`src/rtl/seg7_pkg.sv`:
```
// rtl/seg7_pkg.sv - seven-segment font table, segment bit positions and polarity helper
package seg7_pkg;

  // Bit positions inside the 7-bit pattern {g,f,e,d,c,b,a}
  localparam int SEG_A = 0;
  localparam int SEG_B = 1;
  localparam int SEG_C = 2;
  localparam int SEG_D = 3;
  localparam int SEG_E = 4;
  localparam int SEG_F = 5;
  localparam int SEG_G = 6;

  // Active-high hex font, entry [n] lights the glyph for nibble n (0-9, A, b, C, d, E, F)
  localparam logic [15:0][6:0] SEG7_FONT = {
    7'h71, 7'h79, 7'h5E, 7'h39, 7'h7C, 7'h77, 7'h6F, 7'h7F,
    7'h07, 7'h7D, 7'h6D, 7'h66, 7'h4F, 7'h5B, 7'h06, 7'h3F
  };

  function automatic logic [7:0] act_level(input logic [7:0] v, input logic act_low);
    return act_low ? ~v : v;
  endfunction

endpackage

```
`src/rtl/seg7_hex_encoder.sv`:
```
// rtl/seg7_hex_encoder.sv - combinational nibble to active-high seven-segment pattern
module seg7_hex_encoder (
  input  logic [3:0] nibble,
  output logic [6:0] pattern
);
  import seg7_pkg::*;

  logic [6:0] glyph;

  assign glyph   = SEG7_FONT[nibble];
  assign pattern = {glyph[SEG_G], glyph[SEG_F], glyph[SEG_E], glyph[SEG_D],
                    glyph[SEG_C], glyph[SEG_B], glyph[SEG_A]};

endmodule

```
`src/rtl/seg7_mux_display.sv`:
```
// rtl/seg7_mux_display.sv - N-digit multiplexed seven-segment driver with
// double-buffered load, leading-zero blanking, digit mask, PWM dimming and ghost blanking
module seg7_mux_display #(
  parameter int NUM_DIGITS  = 4,
  parameter int REFRESH_DIV = 100000,
  parameter int BLANK_CYC   = 16,
  parameter int BRIGHT_W    = 4,
  parameter bit SEG_ACT_LOW = 1'b1,
  parameter bit AN_ACT_LOW  = 1'b1
) (
  input  logic                    clk,
  input  logic                    rst,
  input  logic [4*NUM_DIGITS-1:0] value,
  input  logic [NUM_DIGITS-1:0]   dp,
  input  logic [NUM_DIGITS-1:0]   digit_en,
  input  logic                    blank_lz,
  input  logic [BRIGHT_W-1:0]     brightness,
  input  logic                    load,
  output logic [6:0]              seg,
  output logic                    seg_dp,
  output logic [NUM_DIGITS-1:0]   an,
  output logic                    frame_done
);
  import seg7_pkg::*;

  localparam int PRE_W = (REFRESH_DIV > 1) ? $clog2(REFRESH_DIV) : 1;
  localparam int IDX_W = (NUM_DIGITS > 1) ? $clog2(NUM_DIGITS) : 1;
  localparam logic [7:0] SEG_IDLE = SEG_ACT_LOW ? 8'hFF : 8'h00;
  localparam logic [NUM_DIGITS-1:0] AN_IDLE = AN_ACT_LOW ? '1 : '0;

  logic [PRE_W-1:0]        prescaler;
  logic [IDX_W-1:0]        idx;
  logic [BRIGHT_W-1:0]     pwm_cnt;
  logic [4*NUM_DIGITS-1:0] pending_value, shadow_value;
  logic [NUM_DIGITS-1:0]   pending_dp, shadow_dp;
  logic                    load_pending;
  logic                    slot_end, frame_end;

  assign slot_end  = (prescaler == PRE_W'(REFRESH_DIV - 1));
  assign frame_end = slot_end && (idx == IDX_W'(NUM_DIGITS - 1));

  always_ff @(posedge clk or negedge rst) begin
    if (!rst) begin
      prescaler  <= '0;
      idx        <= '0;
      pwm_cnt    <= '0;
      frame_done <= 1'b0;
    end else begin
      pwm_cnt    <= pwm_cnt + 1'b1;
      frame_done <= frame_end;
      if (slot_end) begin
        prescaler <= '0;
        idx       <= frame_end ? '0 : idx + 1'b1;
      end else begin
        prescaler <= prescaler + 1'b1;
      end
    end
  end

  // Shadow only changes on the frame wrap, so a frame never mixes two words.
  // A load coinciding with the wrap lands in pending and waits a full frame.
  always_ff @(posedge clk or negedge rst) begin
    if (!rst) begin
      pending_value <= '0;
      pending_dp    <= '0;
      shadow_value  <= '0;
      shadow_dp     <= '0;
      load_pending  <= 1'b0;
    end else begin
      if (frame_end && load_pending) begin
        shadow_value <= pending_value;
        shadow_dp    <= pending_dp;
      end
      if (load) begin
        pending_value <= value;
        pending_dp    <= dp;
        load_pending  <= 1'b1;
      end else if (frame_end) begin
        load_pending <= 1'b0;
      end
    end
  end

  logic [NUM_DIGITS-1:0] lz_blank;
  logic                  upper_zero;

  always_comb begin
    lz_blank   = '0;
    upper_zero = 1'b1;
    for (int i = NUM_DIGITS - 1; i >= 0; i--) begin
      upper_zero  = upper_zero & (shadow_value[4*i +: 4] == 4'h0);
      lz_blank[i] = blank_lz & (i != 0) & upper_zero;
    end
  end

  logic [3:0]            cur_nib;
  logic                  cur_dp, cur_en, cur_lz;
  logic [NUM_DIGITS-1:0] an_onehot;

  always_comb begin
    cur_nib   = 4'h0;
    cur_dp    = 1'b0;
    cur_en    = 1'b0;
    cur_lz    = 1'b0;
    an_onehot = '0;
    for (int i = 0; i < NUM_DIGITS; i++) begin
      if (idx == IDX_W'(i)) begin
        cur_nib      = shadow_value[4*i +: 4];
        cur_dp       = shadow_dp[i];
        cur_en       = digit_en[i];
        cur_lz       = lz_blank[i];
        an_onehot[i] = 1'b1;
      end
    end
  end

  logic [6:0] font_pat;
  logic       lit;
  logic [7:0] seg_lvl;

  seg7_hex_encoder u_enc (
    .nibble  (cur_nib),
    .pattern (font_pat)
  );

  assign lit     = cur_en & ~cur_lz & (pwm_cnt < brightness) & (prescaler >= PRE_W'(BLANK_CYC));
  assign seg_lvl = act_level({lit & cur_dp, lit ? font_pat : 7'h00}, SEG_ACT_LOW);

  always_ff @(posedge clk or negedge rst) begin
    if (!rst) begin
      {seg_dp, seg} <= SEG_IDLE;
      an            <= AN_IDLE;
    end else begin
      {seg_dp, seg} <= seg_lvl;
      an            <= lit ? (AN_ACT_LOW ? ~an_onehot : an_onehot) : AN_IDLE;
    end
  end

endmodule
```
`config.mk`:
```
export PLATFORM = sky130hd
export DESIGN_NAME = seg7_mux_display
export DESIGN_NICKNAME = d
export VERILOG_FILES = /design/src/rtl/seg7_pkg.sv /design/src/rtl/seg7_hex_encoder.sv /design/src/rtl/seg7_mux_display.sv
export SDC_FILE = /design/constraint.sdc
export NUM_CORES = 1
export LEC_CHECK = 0
export CAP_MARGIN = 15
export CORE_UTILIZATION = 40
export CTS_BUF_LIST = sky130_fd_sc_hd__clkbuf_4
export DETAILED_ROUTE_END_ITERATION = 16
export GPL_TIMING_DRIVEN = 0
export HOLD_SLACK_MARGIN = 0.05
export SYNTH_ARGS = -nofsm -noshare
export SYNTH_HDL_FRONTEND = slang
export SYNTH_SLANG_ARGS = --single-unit
export TNS_END_PERCENT = 10
```
`constraint.sdc`:
```
create_clock -name clk -period 2.55 [get_ports clk]
set_input_delay 0.3825 -clock clk [delete_from_list [all_inputs] [get_ports clk]]
set_output_delay 0.3825 -clock clk [all_outputs]
set_load 0.03 [all_outputs]
```
==> metrics, run 1 <==
status=finished with violations; violated checks=DRC; Setup CP Type=flop to flop; Vias/cell=5.17; Finished Layout Cells=467; full die area=0.00968 mm^2; Final min period=2.40 ns; CP Max Fanout=10; XOR/XNOR Fraction of Synth Area=3.77%; Worst Path Required=2.90 ns; Finished Core Util=51.7%; Slew HR=60.1%; CTS tree=yes; measured slew at the worst slew-check pin=0.593 ns; FMAX=417 MHz; initial antenna violation count=0; Yosys top cell by area=dfrtp_1; clock sinks=77; GRT met2 Usage=23.8%; leakage power=2.07 nW; starting density of the core=42.0%; maximum VDD drop=0.324 mV; cell area after layout=0.00458 mm^2; CTS buffer count=9; final setup violation count=0; hold slack=0.390 ns; drt wl/cell=14.6 um; first-pass GRT wire length=12100 um; antenna-violating nets left=0; buffers added on ports=44; total gr overflow=0; Setup WS post-layout=0.154 ns; post-synthesis cell count=295; Power Dens Cells=537 mW/mm^2; HPWL after DPL=4990 um; RSZ-0062 raised after global routing=no; Synth Register Bits=77; n_diodes=0; Worst-Skew Late Latency=0.42 ns; GP Congestion=0.817; num rows=34; post-synthesis compound-gate area fraction=8.65%; startpoint types=flop; fin crit share=93.9%; Setup crit end kind=flop; Die Wd=98.4 um; Place WS=-0.270 ns; Seq/Total Area, Yosys=52.2%; 1st-iter DRT viols=108; core region area=0.00885 mm^2; Syn. warnings=0; number of synthesized flops with an enable pin=0; Root Driver=clkbuf_4; met1 Use GR=22.5%; grt peak-use layer=met2; Synth Area in Adders=5.39%; ys async rst share=100%; number of global-route vias before repair=2478; largest net degree at the start of global routing=55; Hold Fails Final Rpt=0; overall power after layout=2.46 mW; Top FF cell, synth=dfrtp_1; Placed Cells=448; Longest Clk Path Bufs=2; # fillers=795; WP data arrival=2.75 ns; Remaining DRCs=2; final WL=6830 um; CTS HTree Levels=3; Syn-to-layout area delta=23.1%; Worst Skew=0.0156 ns; Mapped Nets=343; Initial DRT Pass Iterations=12; max-cap violations=0; I/O Pins=45; Slew Limit Fails=0; met3 usage=4.01%; Synth cell types=58; syn avg cell area=12.6 um^2; chip height=98.4 um; total number of vias=2413; Final #Nets=402; clock transition at the registers of the reported paths=0.12 ns; share of cells above drive strength 1=25.9%; mapped cell area=0.00372 mm^2; largest family of logic cells by synthesized area=multiplexers; TNS Setup=0 ns; post-synthesis simple-gate area fraction=11.8%; most area-consuming cells after synthesis=dfrtp_1, dfstp_2, mux2_4; gr usage total=16.0%; DP Area=0.00432 mm^2; Hold/Removal Path Class=input port to asynchronous set/reset pin; proportion of synthesized area in mux cells=14.7%; area fraction of the dominant cell type after synthesis=43.8%
[layout make-up]
type	count	area [um^2]	area share (%)
multi-input combinational	192	1670	36.6
inverter	17	63.8	1.39
sequential	77	1940	42.4
buffer	9	65.1	1.42
tap	108	135	2.95
clock inverter	7	138	3.01
clock buffer	9	67.6	1.48
timing repair buffer	48	490	10.7
[cells by family (layout without fill, tap and decap cells)]
kind of cell    count (synthesis)  after routing
compound gates                 42             42
flops                          77             77
mux                            42             42
simple gates                   76             76
buf+inv                        26             90
fa+ha+maj                      16             16
xor+xnor                       16             16
[where the power goes]
group          switching, mW  internal, mW  total [mW]
clock network          0.421         0.592        1.01
logic                 0.0695        0.0950       0.165
registers             0.0173          1.26        1.28
total                  0.508          1.95        2.46
[flip-flops by register name, summed over array words and instances, names as in the netlist]
name / flops
prescaler: 17
pending_value: 16
shadow_value: 16
seg: 7
an: 4
pending_dp: 4
pwm_cnt: 4
shadow_dp: 4
idx: 2
frame_done: 1
load_pending: 1
seg_dp: 1
[cells in the final DEF (no fill, tap or decap), drive strengths merged, types with 2 or more instances in the layout]
master	instances
nor2b	3
clkdlybuf4s50	43
buf	10
nand3	11
nor4	6
a211o	2
nand4	5
a221oi	3
or3	2
xor2	6
or2	3
o211ai	5
and4	2
o21ai	10
xnor2	10
a211oi	4
nor2	16
nand2b	3
ha	16
nor3	5
mux2	41
dfstp	12
dfrtp	65
nand2	15
inv	17
a21oi	5
bufinv	4
a221o	4
clkbuf	12
clkinv	3
[worst max-delay path, cell delays in order (launching register included)]
cell,delay (ns)
dfrtp_1,0.39
buf_4,0.14
ha_1,0.20
buf_2,0.20
a221o_1,0.34
a22oi_2,0.20
inv_1,0.12
ha_1,0.25
nand3_1,0.10
o21ai_0,0.09
a221o_1,0.30
[cells in the mapped netlist (all sizes together) (2+ instances only)]
cell    number
nor3         5
o211ai       5
dfrtp       65
nand3       11
nand4        5
a221oi       3
o21ai       10
a21oi        5
a211o        2
nor2        16
nor2b        3
nand2b       3
or3          2
a221o        4
ha          16
dfstp       12
mux2        41
and4         2
nor4         6
inv         17
xor2         6
a211oi       4
buf          6
clkbuf       3
nand2       15
or2          3
xnor2       10
[path summary, 6_finish.rpt]
check / from / to / slack, ns / cells after the start
max: idx[0] / seg[5] / 0.15 / 10
min: rst / prescaler[14] / 0.39 / 2
max reg2reg: idx[0] / seg[5] / 0.15 / 10
min reg2reg: pwm_cnt[3] / pwm_cnt[3] / 0.48 / 1
max in group asynchronous: rst / an[1] / 1.54 / 3
min in group clk: pwm_cnt[3] / pwm_cnt[3] / 0.48 / 1
[repair_timing]
action | 4_1_cts | 5_1_grt
hold buffers | 1 | 0
setup buffers | 1 | 1
gates resized for setup | 2 | 4
endpoints found under the setup margin | 6 | 4
endpoints found under the hold margin | 13 | 0
pin swaps | 1 | 1
[layer usage]
layer / part of all wire [%] / up-vias / routed length, um
met5: 0 / - / 0
met4: 0.95 / 0 / 65
met3: 3.4 / 6 / 235
met2: 45 / 44 / 3090
met1: 50 / 1191 / 3440
li1: - / 1172 / -
Power figures use the tool's default switching activity.
==> run 2, diff against run 1 <==
- CTS_CLUSTER_SIZE: default -> 25
==> results of run 2 <==
Same layout as run 1: the final DEF is identical, and so are final timing and power.
==> run 3, diff against run 2 <==
- ABC_AREA: default -> 1
==> metrics, run 3 <==
status=complete, no violations; largest net degree at the start of global routing=54 (-1.8%); Remaining DRCs=0 (-2); buffers added on ports=44 (unchanged); final setup violation count=0 (unchanged); Worst Skew=0.0157 ns (+0.000122 ns); I/O Pins=45 (unchanged); Die Wd=99.8 um (+1.4%); most numerous cell in the Yosys netlist=nand2_1; max-cap violations=0 (unchanged); Placed Cells=641 (+43%); mapped cell area=0.00383 mm^2 (+3.0%); core region area=0.00924 mm^2 (+4.4%); GP Congestion=0.892 (+9.2%); CTS tree=yes; total gr overflow=0 (unchanged); measured slew at the worst slew-check pin=0.426 ns (-0.168 ns); clock transition at the registers of the reported paths=0.13 ns (about the same); CTS HTree Levels=3 (unchanged); Place WS=0.199 ns (+0.469 ns); Worst Path Required=2.90 ns (about the same); Vias/cell=4.54 (-12%); syn avg cell area=8.20 um^2 (-35%); full die area=0.00996 mm^2 (+2.9%); number of synthesized flops with an enable pin=0 (unchanged); Slew Limit Fails=0 (unchanged); TNS Setup=0 ns (unchanged); maximum VDD drop=0.321 mV (-1.1%); Setup crit end kind=flop; num rows=35 (+2.9%); clock sinks=77 (unchanged); Finished Core Util=49.6% (-2.1 points); Mapped Nets=515 (+50%); top cells by count, synth=nand2_1, dfrtp_1, inv_1; gr usage total=17.0% (+1.0 points); Hold/Removal Path Class=input port to asynchronous set/reset pin; hold slack=0.383 ns (-0.00742 ns); Synth cell types=30 (-48%); HPWL after DPL=5500 um (+10%); max reg flops=17 (unchanged); Syn-to-layout area delta=19.8%; commonest non-fill, non-tap cell in the layout=nand2_1; initial antenna violation count=0 (unchanged); ys async rst share=100% (unchanged); startpoint types=flop; leakage power=2.33 nW (+13%); Synth Register Bits=77 (unchanged); share of cells above drive strength 1=10.4% (-16 points); largest registers=prescaler x17, pending_value x16, shadow_value x16; RSZ-0062 raised after global routing=no; most area-consuming cells after synthesis=dfrtp_1, nand2_1, dfstp_2; Power Dens Cells=454 mW/mm^2 (-16%); Longest Clk Path Bufs=2 (unchanged); most flop-heavy register=prescaler; Initial DRT Pass Iterations=4 (-8); final WL=7530 um (+10%); Yosys top cell by area=dfrtp_1; Final #Nets=572 (+42%); Setup CP Type=flop to flop; Worst-Skew Late Latency=0.42 ns (about the same); Largest delay share family, worst path=buffers and inverters; CTS buffer count=9 (unchanged); Seq/Total Area, Yosys=50.7% (-1.5 points); total number of vias=2985 (+24%); WP data arrival=2.56 ns (-0.19 ns); area fraction of the dominant cell type after synthesis=42.5% (-1.3 points); Final min period=2.21 ns (-0.186 ns); most frequent cells in the layout=nand2_1, dfrtp_1, clkdlybuf4s50_1; 1st-iter DRT viols=147 (+36%); postcts setup bufs=0 (-1); Finished Layout Cells=658 (+41%); drt wl/cell=11.4 um (-22%); number of global-route vias before repair=2948 (+19%); worst path bufs/invs=5 (+2); Syn. warnings=0 (unchanged); Setup WS post-layout=0.340 ns (+0.186 ns); starting density of the core=41.4% (-0.59 points); crit-path max cell delay=0.40 ns (about the same); Root Driver=clkbuf_4; Top FF cell, synth=dfrtp_1; CP Max Fanout=9 (-1); n_diodes=0 (unchanged); antenna-violating nets left=0 (unchanged); FMAX=452 MHz (+8.4%); chip height=99.8 um (+1.4%); Critical-path top delay cell=dfrtp_1; fin crit share=86.7% (-7.3 points); Slew HR=71.6% (+11 points); crit path cell chain=inv_1 -> ha_1 -> buf_2 -> inv_2 -> nand3_1 -> nand2_1 -> nand2_1 -> a21oi_2 -> inv_1 -> ha_1 -> inv_1 -> o21ai_0 -> nand2_1 -> nand3_1; first-pass GRT wire length=13400 um (+11%); post-synthesis cell count=467 (+58%); Hold Fails Final Rpt=0 (unchanged)
[run 3: cell count changes after synthesis, sizes merged, moves of 8 or more]
cell | previous run | this run
inv | 17 | 44
nand3 | 11 | 33
xnor2 | 10 | 2
mux2 | 41 | 0
nand2 | 15 | 197
nor2 | 16 | 29
a21oi | 5 | 18
[run 3: cells by family (layout without fill, tap and decap cells)]
group,count (synthesis),after routing,synth area share [%]
fa+ha+maj,16,16,5.23
xor+xnor,12,12,2.75
buf+inv,60,122,7.06
flops,77,77,50.7
simple gates,276,276,30.7
compound gates,26,26,3.56
[run 3: per-stage QoR]
step	power (mW)	area (um^2)
5_1_grt	2.18	4580
2_1_floorplan	1.36	3830
6_report	2.08	4580
3_5_place_dp	1.46	4450
3_3_place_gp	1.45	4430
4_1_cts	2.12	4580
[run 3: area by class of cell]
cell class / count / area [um^2]
well taps: 129 / 161
fillers: 921 / 4660
clock inverters: 7 / 48.8
repair buffers: 46 / 475
clock buffers: 9 / 67.6
flip-flops and latches: 77 / 1940
plain buffers: 15 / 101
inverters: 45 / 169
multi-input cells: 330 / 1620
[run 3: what timing repair did]
action	4_1_cts	5_1_grt
gates resized for setup	0	1
hold buffers	1	0
hold endpoints to repair	12	0
setup endpoints to repair	0	4
[run 3: path summary, 6_finish.rpt]
path	start	endpoint	slack, ns	cells after the start
max	idx[1]	seg[0]	0.34	14
min	rst	prescaler[14]	0.38	2
max reg2reg	idx[1]	seg[0]	0.34	14
min reg2reg	pending_dp[0]	shadow_dp[0]	0.49	2
max in group asynchronous	rst	shadow_value[12]	1.59	3
min in group clk	value[4]	pending_value[4]	0.48	3
[run 3: metal layers]
layer  track usage, %  wire length, um  vias up
li1                 -                -     1555
met2             28.2             3520       66
met4             4.30               93        0
met3             4.39              307       12
met1             22.2             3610     1352
met5                0                0        -
[run 3: power breakdown]
part           switching, mW  internal [mW]  total [mW]
Clock                  0.444          0.201       0.646
Sequential            0.0176           1.26        1.28
Combinational         0.0789         0.0768       0.156
Total                  0.541           1.54        2.08
[run 3: worst register-to-register path, cell delays in order (launching register included)]
cell and delay [ns]:
dfrtp_1 0.40, inv_1 0.08, ha_1 0.17, buf_2 0.18, inv_2 0.10, nand3_1 0.07
nand2_1 0.07, nand2_1 0.05, a21oi_2 0.28, inv_1 0.14, ha_1 0.27, inv_1 0.10
o21ai_0 0.09, nand2_1 0.06, nand3_1 0.07
